--- config.mk ---
export PLATFORM = sky130hd
export DESIGN_NAME = i2c_target_rx
export DESIGN_NICKNAME = d
export VERILOG_FILES = /design/src/rtl/i2c_target_rx_pkg.sv /design/src/rtl/i2c_line_sync.sv /design/src/rtl/i2c_target_rx.sv
export SDC_FILE = /design/constraint.sdc
export NUM_CORES = 1
export LEC_CHECK = 0
export ABC_AREA = 1
export CORE_MARGIN = 4
export CORE_UTILIZATION = 45
export DETAILED_ROUTE_END_ITERATION = 8
export PLACE_DENSITY = 0.81
export SLEW_MARGIN = 15
export SYNTH_ARGS = -nofsm -noshare
export SYNTH_HDL_FRONTEND = slang
export SYNTH_HIERARCHICAL = 1
export SYNTH_SLANG_ARGS = --single-unit
--- constraint.sdc ---
create_clock -name clk -period 1.6 [get_ports clk]
set_input_delay 0.32 -clock clk [delete_from_list [all_inputs] [get_ports clk]]
set_output_delay 0.32 -clock clk [all_outputs]
set_load 0.05 [all_outputs]
--- src/rtl/i2c_target_rx_pkg.sv ---
// Shared definitions for the I2C target receiver: field widths, ACK/NACK levels
// and the FSM state encoding.
package i2c_target_rx_pkg;

  localparam int ADDR_W = 7;
  localparam int BYTE_W = 8;

  localparam logic ACK  = 1'b0;
  localparam logic NACK = 1'b1;

  typedef enum logic [2:0] {
    ST_IDLE     = 3'd0,
    ST_ADDR     = 3'd1,
    ST_ACK_ADDR = 3'd2,
    ST_WR_BYTE  = 3'd3,
    ST_ACK_WR   = 3'd4,
    ST_RD_BYTE  = 3'd5,
    ST_RD_ACK   = 3'd6,
    ST_IGNORE   = 3'd7
  } state_e;

endpackage

--- src/rtl/i2c_line_sync.sv ---
// Synchronizes SCL and bus SDA into the clk domain and derives SCL edges plus
// START/STOP conditions from the synchronized value and one history flop.
module i2c_line_sync #(
  parameter int SYNC_STAGES = 2
) (
  input  logic clk,
  input  logic reset,
  input  logic scl,
  input  logic sda,
  output logic scl_rise,
  output logic scl_fall,
  output logic start_det,
  output logic stop_det,
  output logic sda_s
);

  logic [SYNC_STAGES-1:0] scl_sync;
  logic [SYNC_STAGES-1:0] sda_sync;
  logic                   scl_d;
  logic                   sda_d;
  logic                   scl_s;

  // Reset to the idle bus level so leaving reset never fakes an edge on SDA.
  always_ff @(posedge clk or negedge reset) begin
    if (!reset) begin
      scl_sync <= '1;
      sda_sync <= '1;
      scl_d    <= 1'b1;
      sda_d    <= 1'b1;
    end else begin
      scl_sync <= {scl_sync[SYNC_STAGES-2:0], scl};
      sda_sync <= {sda_sync[SYNC_STAGES-2:0], sda};
      scl_d    <= scl_sync[SYNC_STAGES-1];
      sda_d    <= sda_sync[SYNC_STAGES-1];
    end
  end

  assign scl_s = scl_sync[SYNC_STAGES-1];
  assign sda_s = sda_sync[SYNC_STAGES-1];

  assign scl_rise = scl_s & ~scl_d;
  assign scl_fall = ~scl_s & scl_d;
  // SCL must be high in both samples, so an SDA edge that coincides with an
  // SCL edge is treated as data, never as START/STOP.
  assign start_det = scl_s & scl_d & sda_d & ~sda_s;
  assign stop_det  = scl_s & scl_d & ~sda_d & sda_s;

endmodule

--- src/rtl/i2c_target_rx.sv ---
// I2C target endpoint: decodes address/RNW, accepts a two-byte write word or
// serves a two-byte read word, driving SDA_IN for ACK and read data.
module i2c_target_rx #(
  parameter int DATA_WIDTH  = 16,
  parameter int SYNC_STAGES = 2
) (
  input  logic                  clk,
  input  logic                  reset,
  input  logic                  SCL,
  input  logic                  SDA_OUT,
  input  logic                  SDA_OE,
  input  logic [6:0]            I2C_ADDR,
  input  logic [DATA_WIDTH-1:0] RD_DATA,
  output logic                  SDA_IN,
  output logic [DATA_WIDTH-1:0] WR_DATA,
  output logic                  WR_STB,
  output logic                  RD_STB,
  output logic                  BUSY,
  output logic [2:0]            dbg_state
);
  import i2c_target_rx_pkg::*;

  logic scl_rise, scl_fall, start_det, stop_det, sda_s;

  i2c_line_sync #(.SYNC_STAGES(SYNC_STAGES)) u_line_sync (
    .clk       (clk),
    .reset     (reset),
    .scl       (SCL),
    .sda       (SDA_OE ? SDA_OUT : 1'b1),
    .scl_rise  (scl_rise),
    .scl_fall  (scl_fall),
    .start_det (start_det),
    .stop_det  (stop_det),
    .sda_s     (sda_s)
  );

  state_e                  state_q, state_d;
  logic [3:0]              cnt_q, cnt_d;
  logic [1:0]              idx_q, idx_d;
  logic [BYTE_W-1:0]       rx_q, rx_d;
  logic [BYTE_W-1:0]       byte0_q, byte0_d;
  logic [DATA_WIDTH-1:0]   tx_q, tx_d;
  logic [DATA_WIDTH-1:0]   wr_data_q, wr_data_d;
  logic                    sda_q, sda_d;
  logic                    busy_q, busy_d;
  logic                    wr_stb_d, rd_stb_d;

  always_ff @(posedge clk or negedge reset) begin
    if (!reset) begin
      state_q   <= ST_IDLE;
      cnt_q     <= '0;
      idx_q     <= '0;
      rx_q      <= '0;
      byte0_q   <= '0;
      tx_q      <= '0;
      wr_data_q <= '0;
      sda_q     <= 1'b1;
      busy_q    <= 1'b0;
      WR_STB    <= 1'b0;
      RD_STB    <= 1'b0;
    end else begin
      state_q   <= state_d;
      cnt_q     <= cnt_d;
      idx_q     <= idx_d;
      rx_q      <= rx_d;
      byte0_q   <= byte0_d;
      tx_q      <= tx_d;
      wr_data_q <= wr_data_d;
      sda_q     <= sda_d;
      busy_q    <= busy_d;
      WR_STB    <= wr_stb_d;
      RD_STB    <= rd_stb_d;
    end
  end

  // Bit slots begin at an SCL fall: SDA_IN only changes on falls, data is
  // sampled on rises, and cnt_q counts the rises seen in the current byte.
  always_comb begin
    state_d   = state_q;
    cnt_d     = cnt_q;
    idx_d     = idx_q;
    rx_d      = rx_q;
    byte0_d   = byte0_q;
    tx_d      = tx_q;
    wr_data_d = wr_data_q;
    sda_d     = sda_q;
    busy_d    = busy_q;
    wr_stb_d  = 1'b0;
    rd_stb_d  = 1'b0;

    if (stop_det) begin
      state_d = ST_IDLE;
      busy_d  = 1'b0;
      sda_d   = NACK;
      cnt_d   = '0;
      idx_d   = '0;
    end else if (start_det) begin
      state_d = ST_ADDR;
      busy_d  = 1'b1;
      sda_d   = NACK;
      cnt_d   = '0;
      idx_d   = '0;
    end else begin
      case (state_q)
        ST_ADDR: begin
          if (scl_rise) begin
            rx_d  = {rx_q[BYTE_W-2:0], sda_s};
            cnt_d = cnt_q + 4'd1;
          end else if (scl_fall && cnt_q == 4'd8) begin
            cnt_d = '0;
            if (rx_q[BYTE_W-1:1] == I2C_ADDR) begin
              state_d = ST_ACK_ADDR;
              sda_d   = ACK;
            end else begin
              state_d = ST_IGNORE;
            end
          end
        end
        ST_ACK_ADDR: begin
          if (scl_fall) begin
            cnt_d = '0;
            idx_d = '0;
            if (rx_q[0]) begin
              tx_d     = {RD_DATA[DATA_WIDTH-2:0], 1'b0};
              sda_d    = RD_DATA[DATA_WIDTH-1];
              rd_stb_d = 1'b1;
              state_d  = ST_RD_BYTE;
            end else begin
              sda_d   = NACK;
              state_d = ST_WR_BYTE;
            end
          end
        end
        ST_WR_BYTE: begin
          if (scl_rise) begin
            rx_d  = {rx_q[BYTE_W-2:0], sda_s};
            cnt_d = cnt_q + 4'd1;
          end else if (scl_fall && cnt_q == 4'd8) begin
            cnt_d   = '0;
            state_d = ST_ACK_WR;
            sda_d   = (idx_q < 2'd2) ? ACK : NACK;
            if (idx_q == 2'd0) byte0_d = rx_q;
            if (idx_q == 2'd1) begin
              wr_data_d = {byte0_q, rx_q};
              wr_stb_d  = 1'b1;
            end
            if (idx_q != 2'd2) idx_d = idx_q + 2'd1;
          end
        end
        ST_ACK_WR: begin
          if (scl_fall) begin
            sda_d   = NACK;
            state_d = ST_WR_BYTE;
          end
        end
        ST_RD_BYTE: begin
          if (scl_rise) begin
            cnt_d = cnt_q + 4'd1;
          end else if (scl_fall) begin
            if (cnt_q == 4'd8) begin
              cnt_d   = '0;
              sda_d   = NACK;
              state_d = ST_RD_ACK;
            end else begin
              sda_d = tx_q[DATA_WIDTH-1];
              tx_d  = {tx_q[DATA_WIDTH-2:0], 1'b0};
            end
          end
        end
        ST_RD_ACK: begin
          // cnt_q marks that the master's ACK was seen on this slot's rise.
          if (scl_rise) begin
            if (sda_s == NACK || idx_q != 2'd0) state_d = ST_IGNORE;
            else                                cnt_d   = 4'd1;
          end else if (scl_fall && cnt_q != 4'd0) begin
            cnt_d   = '0;
            idx_d   = 2'd1;
            sda_d   = tx_q[DATA_WIDTH-1];
            tx_d    = {tx_q[DATA_WIDTH-2:0], 1'b0};
            state_d = ST_RD_BYTE;
          end
        end
        default: ;
      endcase
    end
  end

  assign SDA_IN    = sda_q;
  assign WR_DATA   = wr_data_q;
  assign BUSY      = busy_q;
  assign dbg_state = state_q;

endmodule
==> summary.md <==
| Metric | Value |
|---|---|
| Hold Crit Start | u_line_sync/scl_sync[0] |
| RR Endpoint | dbg_state[2] |
| Grt total ovfl | 0 |
| Cell taking the most area after synthesis | dfrtp_1 |
| Worst setup margin | -209.0 ps |
| Commonest non-fill, non-tap cell in the layout | nand2_1 |
| CTS tree | done |
| Initial antenna violation count | 0 |
| First-pass DRT Iterations | 5 |
| Max_slew headroom | 0.7464 |
| R2r startpoint | u_line_sync/scl_d |
| Starting Density | 0.4643 |
| Clock root buffer | clkbuf_8 |
| Clk_lat worst skew | about 350 ps |
| Post-Layout Cell Count | between 600 and 700 |
| Fraction of registers with async set/reset | 1.000 |
| Top Usage Layer GRT | met2 |
| Syn-to-layout area delta | 53.47% |
| Core Area | 7292 µm² |
| Worst EP arrival | approximately 2100 ps |
| Mapped cell area | ~3400 µm² |
| Final nets | about 600 |
| Crit path time final | around 1800 ps |
| Flop2flop setup slack | -210 ps |
| Final worst-path cycle share | 1.131 |
| TNS Setup | -8230 ps |
| Crit Path Max Fanout | 10 |
| Syn Area/Cell | around 7.5 µm² |
| First-pass GRT wire length | 15.77 mm |
| Cell area power density | roughly 1600 nW/µm² |
| Met2 usage | 0.3922 |
| Hold crit path type | flip-flop to flip-flop |
| Violated checks | negative setup slack |
| Largest cells by area after synthesis | dfrtp_1 (44%), nand2_1 (21%), dfstp_2 (5.4%) |
| Clk slew on worst S/H paths | about 70 ps |
| CP startpoint kind | flip-flop |
| Worst Max-Slew Pin Slew | between 300 and 400 ps |
| Placed insts | 640 |
| Largest net degree at the start of global routing | between 60 and 70 |
| CP required | around 1800 ps |
| Max_cap viols | 0 |
| Synth Flop Type | dfrtp_1 |
| Overall Global Routing Usage | 0.2291 |
| Crit. End Element | flip-flop |
| Seq cells post-synth | between 60 and 70 |
| Die X-Extent | approximately 95 µm |
| Hold-critical path depth | 0 |
| Register area share after synthesis | 0.4904 |
| Number of enable flip-flop cells after synthesis | 0 |
| Met1 Usage GRT | 0.2824 |
| Std-Cell Rows | 31 |
| Final wirelength | around 9.7 mm |
| I/O pin cnt | between 50 and 60 |
| Final ANT Viol Nets | 0 |
| Reg2Reg Depth | 12 |
| Setup violators final | 50 |
| Max IR drop VDD | between 1 and 1.5 mV |
| Fraction of layout cells with a size suffix above 1 | 0.3965 |
| Clock Skew | 14.20 ps |
| Post-Syn Nets | roughly 480 |
| WS Path Type | flip-flop to flip-flop |
| Yosys cell types | 30 |
| Post-synth top area share | 0.4361 |
| Drt drc | 0 |
| Maximum clock frequency | between 0.5 and 0.6 GHz |
| Die height | 94.74 µm |
| Diode count | 0 |
| Sink of the worst hold path | u_line_sync/scl_sync[1] |
| Vias per inst | 5.073 |
| Clock sinks | 66 |
| Vias in the first global route | 3354 |
| Avg WL per Cell | 14.42 µm |
| GR Util met3 | 0.04064 |
| Starting DRT DRC Count | approximately 190 |
| Number of port buffers | 50 |
| Commonest non-fill, non-tap cells in the layout | nand2_1 (147), buf_4 (65), dfrtp_1 (56), nand2_2 (40), inv_1 (30) |
| DP HPWL | between 6 and 7 mm |
| Die area | roughly 9000 µm² |
| Final Max Tran Viols | 0 |
| Ys Warns | 6 |
| TritonCTS Buffers | 9 |
| Clk buf depth | 2 |
| RD Place Congestion | 0.8937 |
| Leakage | between 0.002 and 0.003 µW |
| Via count | roughly 3400 |
| RSZ-0062 raised after global routing | true |
| Syn Inst Count | about 450 |
| H-tree levels | 3 |
| Status | complete, but fails checks |
| Fin. Hold Viols | 0 |
-- registers in the layout, summed over array words and instances, names as in the netlist --
signal and count:
WR_STB 1, u_line_sync/sda_sync 2, RD_STB 1, rx_q 8, u_line_sync/scl_d 1, u_line_sync/scl_sync 2, SDA_IN 1, idx_q 2
u_line_sync/sda_d 1, dbg_state 3, byte0_q 8, cnt_q 4, BUSY 1, tx_q 15, WR_DATA 16
-- final cells by class --
cell class	count	area [µm²]
clock inverters	5	37.54
well taps	99	123.9
flip-flops and latches	66	1664
inverters	41	157.7
repair buffers	120	1161
clock buffers	11	141.4
multi-input cells	332	1911
fillers	557	2096
-- worst max-delay path by stage --
stage | from | to | slack, ps | cells after the start
floorplan | u_line_sync/sda_sync[1] | WR_DATA[4] | -70 | 12
global placement | u_line_sync/sda_sync[1] | cnt_q[0] | -190 | 10
detailed placement | u_line_sync/scl_sync[1] | dbg_state[2] | -230 | 12
CTS | u_line_sync/scl_d | dbg_state[2] | -200 | 12
global route | u_line_sync/sda_sync[1] | WR_DATA[2] | -330 | 12
finish | u_line_sync/scl_d | dbg_state[2] | -210 | 12
-- synthesized netlist by cell type, drive strengths merged (3+ instances only) --
cell	count
nand2	196
dfrtp	59
inv	40
nand3	40
nor2	35
o21ai	33
buf	11
dfstp	7
ha	5
xnor2	5
nor3	4
a21oi	3
nand4	3
-- through the flow --
step           setup WS, ps  utilization  cell area (µm²)  hold WS (ps)  power [µW]
2_1_floorplan        -65.86            -             3532         24.41        4756
3_3_place_gp         -194.9       0.6165             4496         346.6        6011
3_5_place_dp         -225.2       0.6165             4496         347.2        6097
4_1_cts              -197.9       0.6937             5059         357.9        8194
5_1_grt              -327.0       0.7126             5196         362.7        8993
6_report             -209.0       0.7126             5196         357.6        8401
-- logic make-up (layout without fill, tap and decap cells) --
kind of cell,after synthesis,count (layout),synth area share
xor gates and xnor gates,6,6,0.01552
DFF,66,66,0.4904
and+or+nand+nor,280,282,0.3433
buffers and inverters,53,177,0.06762
adders and majority gates,5,5,0.01848
AOI/OAI and AO/OA,39,39,0.06467
-- routing by layer --
| metal | wire length (µm) | share of wire | vias to the layer above |
|---|---|---|---|
| met2 | 4929 | 0.51 | 129 |
| met1 | 4020 | 0.41 | 1602 |
| li1 | - | - | 1666 |
| met3 | 519 | 0.053 | 22 |
| met5 | 0 | 0 | - |
| met4 | 250 | 0.026 | 0 |
-- power by group --
part,switching [µW],internal [µW]
combinational,2710,1980
clock,714,614
sequential,334,2050
-- critical path, cell delays in order, from the launching register on --
cell	delay [ps]
dfstp_2	580
nand2_4	70
nor2_4	140
nor2_2	60
buf_6	140
nand2_1	60
nor2_1	40
nor2_1	140
nand2_1	80
nor2_2	150
nand3_2	120
nand2_1	70
nand2_1	50
-- what timing repair did --
action	CTS	global route
endpoints found under the setup margin	53	58
gates resized for setup	66	45
pin swaps	27	22
cloned	6	0
setup buffers	11	1
hold endpoints to repair	52	0
hold buffers	1	0
Note: power is estimated with default switching activity, not from simulation.
